## config.mk

```make
export PLATFORM = sky130hd
export DESIGN_NAME = seven_seg_arbiter
export DESIGN_NICKNAME = d
export VERILOG_FILES = /design/src/rtl/seven_seg_pkg.sv /design/src/rtl/seven_seg_arbiter_rr_pick.sv /design/src/rtl/seven_seg_arbiter.sv
export SDC_FILE = /design/constraint.sdc
export NUM_CORES = 1
export LEC_CHECK = 0
export ABC_AREA = 1
export CORE_ASPECT_RATIO = 0.6
export CORE_MARGIN = 4
export CORE_UTILIZATION = 50
export CTS_CLUSTER_SIZE = 28
export DETAILED_ROUTE_END_ITERATION = 8
export PLACE_DENSITY = 0.86
export SETUP_SLACK_MARGIN = 0.2
export SLEW_MARGIN = 10
export SYNTH_ARGS = -nofsm -noshare
export SYNTH_HDL_FRONTEND = slang
export SYNTH_SLANG_ARGS = --single-unit
```

## constraint.sdc

```tcl
create_clock -name clk_i -period 4.35 [get_ports clk_i]
set_input_delay 0.435 -clock clk_i [delete_from_list [all_inputs] [get_ports clk_i]]
set_output_delay 0.435 -clock clk_i [all_outputs]
set_load 0.01 [all_outputs]
```

## src/rtl/seven_seg_pkg.sv

```systemverilog
// Shared definitions for the seven-segment display arbiter.
//   state_t      : arbiter FSM states (IDLE = nobody owns the display,
//                  HOLD = one requester owns it).
//   BLANK_NIBBLE : nibble driven on every digit while the display is unowned.
package seven_seg_pkg;

    typedef enum logic {
        IDLE = 1'b0,
        HOLD = 1'b1
    } state_t;

    localparam logic [3:0] BLANK_NIBBLE = 4'h0;

endpackage

```

## src/rtl/seven_seg_arbiter_rr_pick.sv

```systemverilog
// rr_pick: combinational round-robin selector.
// Scans the request vector starting at last+1 and wrapping around; the index
// `last` itself is the final candidate and is skipped entirely when excl is set
// (used while `last` is the current owner and must not win again).
// Ports:
//   req    in  NUM_REQ          request vector
//   last   in  $clog2(NUM_REQ)  index granted most recently
//   excl   in  1                exclude `last` from the search
//   winner out $clog2(NUM_REQ)  selected index (0 when valid is low)
//   valid  out 1                a winner was found
module rr_pick #(
    parameter int NUM_REQ = 4
) (
    input  logic [NUM_REQ-1:0]         req,
    input  logic [$clog2(NUM_REQ)-1:0] last,
    input  logic                       excl,
    output logic [$clog2(NUM_REQ)-1:0] winner,
    output logic                       valid
);
    localparam int IDXW = $clog2(NUM_REQ);

    int              idx;
    logic [IDXW-1:0] cand;

    always_comb begin
        winner = '0;
        valid  = 1'b0;
        idx    = 0;
        cand   = '0;
        for (int i = 1; i <= NUM_REQ; i++) begin
            idx  = (int'(last) + i) % NUM_REQ;
            cand = IDXW'(idx);
            if (!valid && req[cand] && !(excl && (cand == last))) begin
                winner = cand;
                valid  = 1'b1;
            end
        end
    end

endmodule

```

## src/rtl/seven_seg_arbiter.sv

```systemverilog
// seven_seg_arbiter: shares one multiplexed 7-segment display among NUM_REQ
// requesters. A requester that wins keeps the display for at least HOLD_CYCLES
// clocks unless it lets go earlier; after that it is preempted by any other
// requester, chosen round-robin. All outputs are registered.
// Optional feature: define SEVEN_SEG_ARB_BLINK_EN to compile in blinking
// (blank_o toggles every BLINK_CYCLES clocks while the owner's blink_i is set).
// Ports:
//   clk_i    in  1                     clock, rising edge
//   rst_i    in  1                     synchronous reset, active-high
//   req_i    in  NUM_REQ               ownership requests
//   data_i   in  NUM_REQ*NUM_DIGITS*4  nibbles, requester r at [r*NUM_DIGITS*4 +: NUM_DIGITS*4]
//   dots_i   in  NUM_REQ*NUM_DIGITS    decimal points, requester r at [r*NUM_DIGITS +: NUM_DIGITS]
//   blink_i  in  NUM_REQ               blink request per requester
//   grant_o  out NUM_REQ               one-hot owner, or zero when idle
//   digits_o out NUM_DIGITS*4          owner's nibbles to the multiplexer
//   dots_o   out NUM_DIGITS            owner's dots to the multiplexer
//   blank_o  out 1                     display-off request
//   owner_o  out $clog2(NUM_REQ)       index of the current owner
module seven_seg_arbiter
    import seven_seg_pkg::*;
#(
    parameter int NUM_REQ      = 4,
    parameter int NUM_DIGITS   = 4,
    parameter int HOLD_CYCLES  = 50_000_000,
    parameter int BLINK_CYCLES = 12_500_000
) (
    input  logic                               clk_i,
    input  logic                               rst_i,
    input  logic [NUM_REQ-1:0]                 req_i,
    input  logic [NUM_REQ*NUM_DIGITS*4-1:0]    data_i,
    input  logic [NUM_REQ*NUM_DIGITS-1:0]      dots_i,
    input  logic [NUM_REQ-1:0]                 blink_i,
    output logic [NUM_REQ-1:0]                 grant_o,
    output logic [NUM_DIGITS*4-1:0]            digits_o,
    output logic [NUM_DIGITS-1:0]              dots_o,
    output logic                               blank_o,
    output logic [$clog2(NUM_REQ)-1:0]         owner_o
);
    localparam int              IDXW      = $clog2(NUM_REQ);
    localparam int              DW        = NUM_DIGITS * 4;
    localparam int              CW        = $clog2(HOLD_CYCLES + 1);
    localparam logic [CW-1:0]   HOLD_LOAD = CW'(HOLD_CYCLES - 1);

    state_t          state, state_nx;
    logic [IDXW-1:0] last_owner, last_nx, owner_nx;
    logic [CW-1:0]   hold_cnt, cnt_nx;
    logic            take;
    logic [IDXW-1:0] pick_idx;
    logic            pick_vld;
    logic [NUM_REQ-1:0] grant_nx;
    logic            blank_hold;

    logic [DW-1:0]         data_arr [NUM_REQ];
    logic [NUM_DIGITS-1:0] dots_arr [NUM_REQ];

    for (genvar r = 0; r < NUM_REQ; r++) begin : g_unpack
        assign data_arr[r] = data_i[r*DW +: DW];
        assign dots_arr[r] = dots_i[r*NUM_DIGITS +: NUM_DIGITS];
    end

    // In HOLD last_owner equals the current owner, so excluding it lets the
    // same picker serve both the idle grant and the preemption/release search.
    rr_pick #(.NUM_REQ(NUM_REQ)) u_rr_pick (
        .req    (req_i),
        .last   (last_owner),
        .excl   (state == HOLD),
        .winner (pick_idx),
        .valid  (pick_vld)
    );

    always_comb begin
        state_nx = state;
        owner_nx = owner_o;
        last_nx  = last_owner;
        cnt_nx   = hold_cnt;
        take     = 1'b0;
        unique case (state)
            IDLE: begin
                if (pick_vld) begin
                    state_nx = HOLD;
                    take     = 1'b1;
                end
            end
            HOLD: begin
                if (!req_i[owner_o] || (hold_cnt == '0)) begin
                    if (pick_vld) begin
                        take = 1'b1;
                    end else if (!req_i[owner_o]) begin
                        state_nx = IDLE;
                        cnt_nx   = '0;
                    end
                    // else: hold time expired but nobody else wants the
                    // display; keep it with the counter parked at zero.
                end else begin
                    cnt_nx = hold_cnt - CW'(1);
                end
            end
        endcase
        if (take) begin
            owner_nx = pick_idx;
            last_nx  = pick_idx;
            cnt_nx   = HOLD_LOAD;
        end
        grant_nx = '0;
        if (state_nx == HOLD) begin
            grant_nx[owner_nx] = 1'b1;
        end
    end

`ifdef SEVEN_SEG_ARB_BLINK_EN
    localparam int            BW         = $clog2(BLINK_CYCLES + 1);
    localparam logic [BW-1:0] BLINK_LAST = BW'(BLINK_CYCLES - 1);

    logic [BW-1:0] blink_cnt, blink_cnt_nx;
    logic          phase, phase_nx;

    // phase 0 = visible half-period, phase 1 = blanked half-period. Every new
    // ownership starts in a fresh visible half-period.
    always_comb begin
        blink_cnt_nx = '0;
        phase_nx     = 1'b0;
        if (!take && (state_nx == HOLD)) begin
            if (blink_cnt == BLINK_LAST) begin
                phase_nx = ~phase;
            end else begin
                blink_cnt_nx = blink_cnt + BW'(1);
                phase_nx     = phase;
            end
        end
    end

    assign blank_hold = phase_nx & blink_i[owner_nx];

    always_ff @(posedge clk_i) begin
        if (rst_i) begin
            blink_cnt <= '0;
            phase     <= 1'b0;
        end else begin
            blink_cnt <= blink_cnt_nx;
            phase     <= phase_nx;
        end
    end
`else
    logic unused_blink;
    assign unused_blink = ^blink_i;
    assign blank_hold   = 1'b0;
`endif

    always_ff @(posedge clk_i) begin
        if (rst_i) begin
            state      <= IDLE;
            owner_o    <= '0;
            last_owner <= IDXW'(NUM_REQ - 1);
            hold_cnt   <= '0;
            grant_o    <= '0;
            digits_o   <= {NUM_DIGITS{BLANK_NIBBLE}};
            dots_o     <= '0;
            blank_o    <= 1'b1;
        end else begin
            state      <= state_nx;
            owner_o    <= owner_nx;
            last_owner <= last_nx;
            hold_cnt   <= cnt_nx;
            grant_o    <= grant_nx;
            if (state_nx == HOLD) begin
                digits_o <= data_arr[owner_nx];
                dots_o   <= dots_arr[owner_nx];
                blank_o  <= blank_hold;
            end else begin
                digits_o <= {NUM_DIGITS{BLANK_NIBBLE}};
                dots_o   <= '0;
                blank_o  <= 1'b1;
            end
        end
    end

endmodule
```

* Word level (Yosys, flattened, before mapping) *
Index checks and enable logic that the tools add are counted.
W data, S select, Z words.

word-level totals
  register bits after elaboration = 56
  logic and storage cells = 100

operators by class
  add/sub/neg operators = 5
  $lt $le $gt $ge = 8
  equal/unequal tests = 8
  multiplexer cells = 40
  bitwise operators = 3
  reductions and logical operators = 27

operators by type and width
  operator                 count
  $mux W26                 5
  $bmux W16 S2             1
  $mux W16                 2
  $logic_not A26 Y1        1
  $sub A26 B1 Y26 const B  1
  $lt A2 B3 Y1 const B     6
  $mux W1                  16
  $logic_and A1 B1 Y1      12
  $bmux W1 S2              5
  $mux W2                  5
  $bmux W4 S2              1
  $eq A2 B2 Y1             4
  $logic_not A1 Y1         8
  $mux W4                  2
  $ne A3 B3 Y1 const B     2
  $reduce_and A3 Y1        2
  $add A2 B1 Y2 const B    2
  $add A2 B2 Y2 const B    2
  $ne A2 B2 Y1 const B     2
  $pmux W1 S2              2
  $reduce_or A2 Y1         2
  $ge A3 B3 Y1 const B     1
  $not A2 Y3               1
  $demux W1 S2             1
  other kinds (4)          5

* Logic depth before layout (Yosys ltp) *
  word-level depth = 26
  gate-level depth with buffers = 18

* Cells and area by module *
Synthesis repeated with hierarchy kept, for this count alone.

unflattened totals
  cells, all modules = 552
  area total of the unflattened synthesis = 3517.1 um^2

by module, submodules not included
  module             times used  cells an instance  area each (um^2)  sequential area each (um^2)
  seven_seg_arbiter  1           495                3201.8            1121.1
  rr_pick            1           57                 315.3             0.0

* Worst setup path before layout *
Ideal clock, no wire load.

  path type = register -> register
  start point = reg hold_cnt[0]
  end point = reg hold_cnt[22]
  setup time = 0.128 ns
  arrival time = 1.769 ns
  path slack = 2.454 ns
  cell stages (with the launch flop) = 14
  buffers on the path = 0
  clock period less this slack = 1.896 ns
  path through = dfxtp_1 -> inv_1 -> ha_1 -> nand2_1 -> nor2_1 -> nand2_1 -> nor2_1 -> nand2_1 -> nor2_1 -> nand3b_1 -> o21ai_0 -> o21ai_0 -> a21oi_1 -> nor2_1

between the ends
  cells in the longest elaborated chain, start to end = 6
  elaborated cells on any way between the ends = 12

ends and longest elaborated chain
  item                                                                     line                      RTL
  start: declaration                                                       seven_seg_arbiter.sv:46   logic [CW-1:0] hold_cnt, cnt_nx;
  start signal: assignment                                                 seven_seg_arbiter.sv:163  hold_cnt <= cnt_nx;
  parallel branches: the longest is 6 deep, another holds $sub A26 B1 Y26  -

Several ways; the timed one is not identified. The select of a mux whose other input is x is not followed.
A chain may end at the register's enable or synchronous reset.

* Worst setup path in the final report *
  start point = in req_i[2]
  end point = reg digits_o[15]

between the ends
  cells in the longest elaborated chain, start to end = 24
  elaborated cells on any way between the ends = 44

ends and longest elaborated chain
  item                                          line                                              RTL
  start: declaration                            seven_seg_arbiter.sv:29                           input logic [NUM_REQ-1:0] req_i,
  $bmux W1 S2                                   seven_seg_arbiter_rr_pick.sv:33                   if (!valid && req[cand] && !(excl && (cand == last))) begin
  $mux W1 (implied by the code)                 seven_seg_arbiter_rr_pick.sv:33
  $logic_and A1 B1 Y1                           seven_seg_arbiter_rr_pick.sv:33
  $mux W1                                       seven_seg_arbiter_rr_pick.sv:33
  $logic_not A1 Y1                              seven_seg_arbiter_rr_pick.sv:33
  $logic_and A1 B1 Y1 (2 in series)             seven_seg_arbiter_rr_pick.sv:33
  $mux W1                                       seven_seg_arbiter_rr_pick.sv:33
  $logic_not A1 Y1                              seven_seg_arbiter_rr_pick.sv:33
  [6 not listed]                                -
  $mux W1                                       seven_seg_arbiter_rr_pick.sv:33
  $mux W1                                       seven_seg_arbiter.sv:79, seven_seg_arbiter.sv:86
  $mux W1                                       seven_seg_arbiter.sv:85                           if (!req_i[owner_o] || (hold_cnt == '0)) begin
  $pmux W1 S2                                   seven_seg_arbiter.sv:77                           unique case (state)
  $mux W2                                       seven_seg_arbiter.sv:99                           if (take) begin
  $not A2 Y3 (implied by the code)              seven_seg_arbiter.sv:166                          digits_o <= data_arr[owner_nx];
  $bmux W16 S2                                  seven_seg_arbiter.sv:166
  $mux W16 (implied by the code) (2 in series)  seven_seg_arbiter.sv:166
  end signal: assignment                        seven_seg_arbiter.sv:156                          digits_o <= {NUM_DIGITS{BLANK_NIBBLE}};
  end signal: assignment                        seven_seg_arbiter.sv:166
  end signal: assignment                        seven_seg_arbiter.sv:170                          digits_o <= {NUM_DIGITS{BLANK_NIBBLE}};
  end: declaration                              seven_seg_arbiter.sv:34                           output logic [NUM_DIGITS*4-1:0] digits_o,

Parallel ways exist; a longest one is shown, timed or not. The select of a mux whose other input is x is not followed.

==> results.ini <==
[run_status]
run_status = finished clean

[route]
dr.first_iter.drc_count = 374
postRouteAntennaNets = 0
dr.pass1.iters = 5
vias_per_cell = 5.73
wire_per_inst_um = 15.9
wirelength_um = 11100
dr_total_vias = 3994
drc_errors = 0

[final_layout]
area_growth_pct = 34.4
antennaDiodeCount = 0
nFillCells = 567
multi_input_area_um2 = 2060
drive_gt1_share_pct = 6.56
fin_cells = 697
regArea_um2 = 1120
nets = 701
design_area_um2 = 4700
final_core_utilization_pct = 69.9
final_cell_mix = 112 x clkdlybuf4s50_1, 100 x nand2_1, 86 x nor2_1, 56 x dfxtp_1, 52 x nand3_1
layout_commonest_cell = clkdlybuf4s50_1

[die]
boundaryPins = 117
rows = 23
die_w_um = 116
die_area_um2 = 8450
core-area_um2 = 6730
initial_core_util_pct = 52.0
chipHeight_um = 72.8

[grt]
use_met3_pct = 8.86
busiest_layer = met2
grt_max_degree = 44
grt_pass1_vias = 3788
gr-usage-met2_pct = 39.6
grt_util_met1_pct = 36.1
antenna_found_initial = 0
grt-ovfl-total = 0
grt_use_total_pct = 26.2
grt_pass1_wl_um = 17700

[yosys]
synth.area.top_cells = dfxtp_1 32%, nand2_1 11%, nor2_1 9.2%, nand4_1 7.9%, nand3_1 7.4%
synthFlopType = dfxtp_1
yosys.area.top_type = dfxtp_1
async_flop_share_pct = 0
synth.top_cell.area_share_pct = 32.0
ys_seq_area_share_pct = 32.0
avgSynthCellArea_um2 = 6.76
netlist_area_um2 = 3500
synth_nets = 610
synth_edf_count = 0
synth_cell_type_count = 37
yosys_warnings = 0
ys_ff_latch = 56
synth_cells = 518

[worst_setup_path]
worstPathArrival_ns = 3.25
cp-end-kind = flop
start_kind = primary input
critPathRequiredTime_ns = 4.49
timing_worst_setup_path_type = primary input to flop
cp_max_fo = 43

[placement]
place_hpwl_um = 8090
numPortBuffers = 112
routabilityCongestion = 0.907
placed_cells = 689
postPlaceCellArea_um2 = 4560

[cts]
worstSkewPairLatency_ns = 0.30
cts_max_level = 2
cts.sinks = 56
post_cts_buffers = 0
holdBufCountCts = 0
cts_buffer_depth = 2
cts_resized = 0
clk_pin_slew_ns = 0.07
cts_buffers = 5
cts_root_buffer = clkbuf_16
cts_tree = built

[sta]
finalSetupTns_ns = 0
holdWs_ns = 0.508
skew_ns = 0.00763
setup_viol = 0
hold_violations = 0
post-route-period-util_pct = 71.5
fmax_mhz = 321
slew_headroom_pct = 36.1
timing_max_transition_violations_final = 0
worstMarginPinSlew_ns = 0.956
rsz0062_at_grt = no
period_needed_ns = 3.11

[power_and_ir_drop]
p_per_area_nw_per_um2 = 789
p_leak_uw = 0.00205
ir_drop_v = 0.000437

[hold_path]
holdCritPathClass = flop to flop

[run]
max_cap_viol_count = 0

[path summary, 6_finish.rpt]
kind	from	end	slack, ns	cells past startpoint
worst max-delay path	req_i[2]	digits_o[15]	1.24	14
worst min-delay path	hold_cnt[17]	hold_cnt[17]	0.51	2
worst max register to register	hold_cnt[16]	digits_o[15]	1.31	13
worst min register to register	hold_cnt[17]	hold_cnt[17]	0.51	2
[routing by layer]
layer | routed length [um] | vias up
li1 | - | 1937
met1 | 5050 | 1852
met2 | 4900 | 185
met3 | 997 | 20
met4 | 161 | 0
met5 | 0 | -
[report_power, final]
group	internal (uW)	switching, uW
Sequential	705	146
Clock	228	186
Combinational	804	1640
Total	1740	1980
[cell usage after synthesis (2+ instances only)]
cell type / number
dfxtp_1: 56
nand3_1: 52
a21oi_1: 28
o211ai_1: 2
nand2_2: 9
xnor2_1: 2
nor2_1: 86
nand2_1: 100
nand3_2: 10
o21ai_0: 26
ha_1: 2
buf_4: 7
nor3_1: 10
xor2_1: 6
inv_1: 28
clkbuf_1: 8
inv_6: 2
nand2_8: 3
nand4_1: 44
buf_6: 3
o211a_1: 4
a211oi_1: 5
nand2_4: 2
buf_2: 10
[per-stage QoR]
stage	worst slack (ns)	power [uW]
after floorplan	2.45	2730
after global placement	1.10	3140
after detailed placement	1.00	3240
after CTS	1.30	3670
after global routing	1.05	4010
final	1.24	3710
[critical path: stages]
cell,delay [ns]
clkdlybuf4s50_1,0.52
nand2_1,0.07
nand3_1,0.06
nand2_1,0.10
nor2_1,0.15
nand2_2,0.30
nand2_8,0.24
inv_6,0.08
nand2_4,0.37
nand2_4,0.42
nand3_1,0.17
nand2_1,0.12
nor2_1,0.11
nor2_1,0.05
[area by class of cell]
type                       count  share of cell area, %
clock buffer                   6                   2.95
clock inverter                 2                  0.213
inverter                      33                   2.90
multi-input combinational    400                   43.8
sequential                    56                   23.8
tap                           87                   2.31
timing repair buffer         113                   24.0
[state kept, by name, indices dropped and copies added, names as in the netlist]
signal / flops
blank_o: 1
digits_o: 16
last_owner: 2
grant_o: 4
hold_cnt: 26
state: 1
owner_o: 2
dots_o: 4
[kinds of logic after synthesis]
kind of cell    synth area share (%)
simple gates                    44.7
compound gates                  11.4
buf+inv                         9.08
flops                           32.0
xor+xnor                        2.00
fa+ha+maj                      0.715
Note: power is estimated with default switching activity, not from simulation.
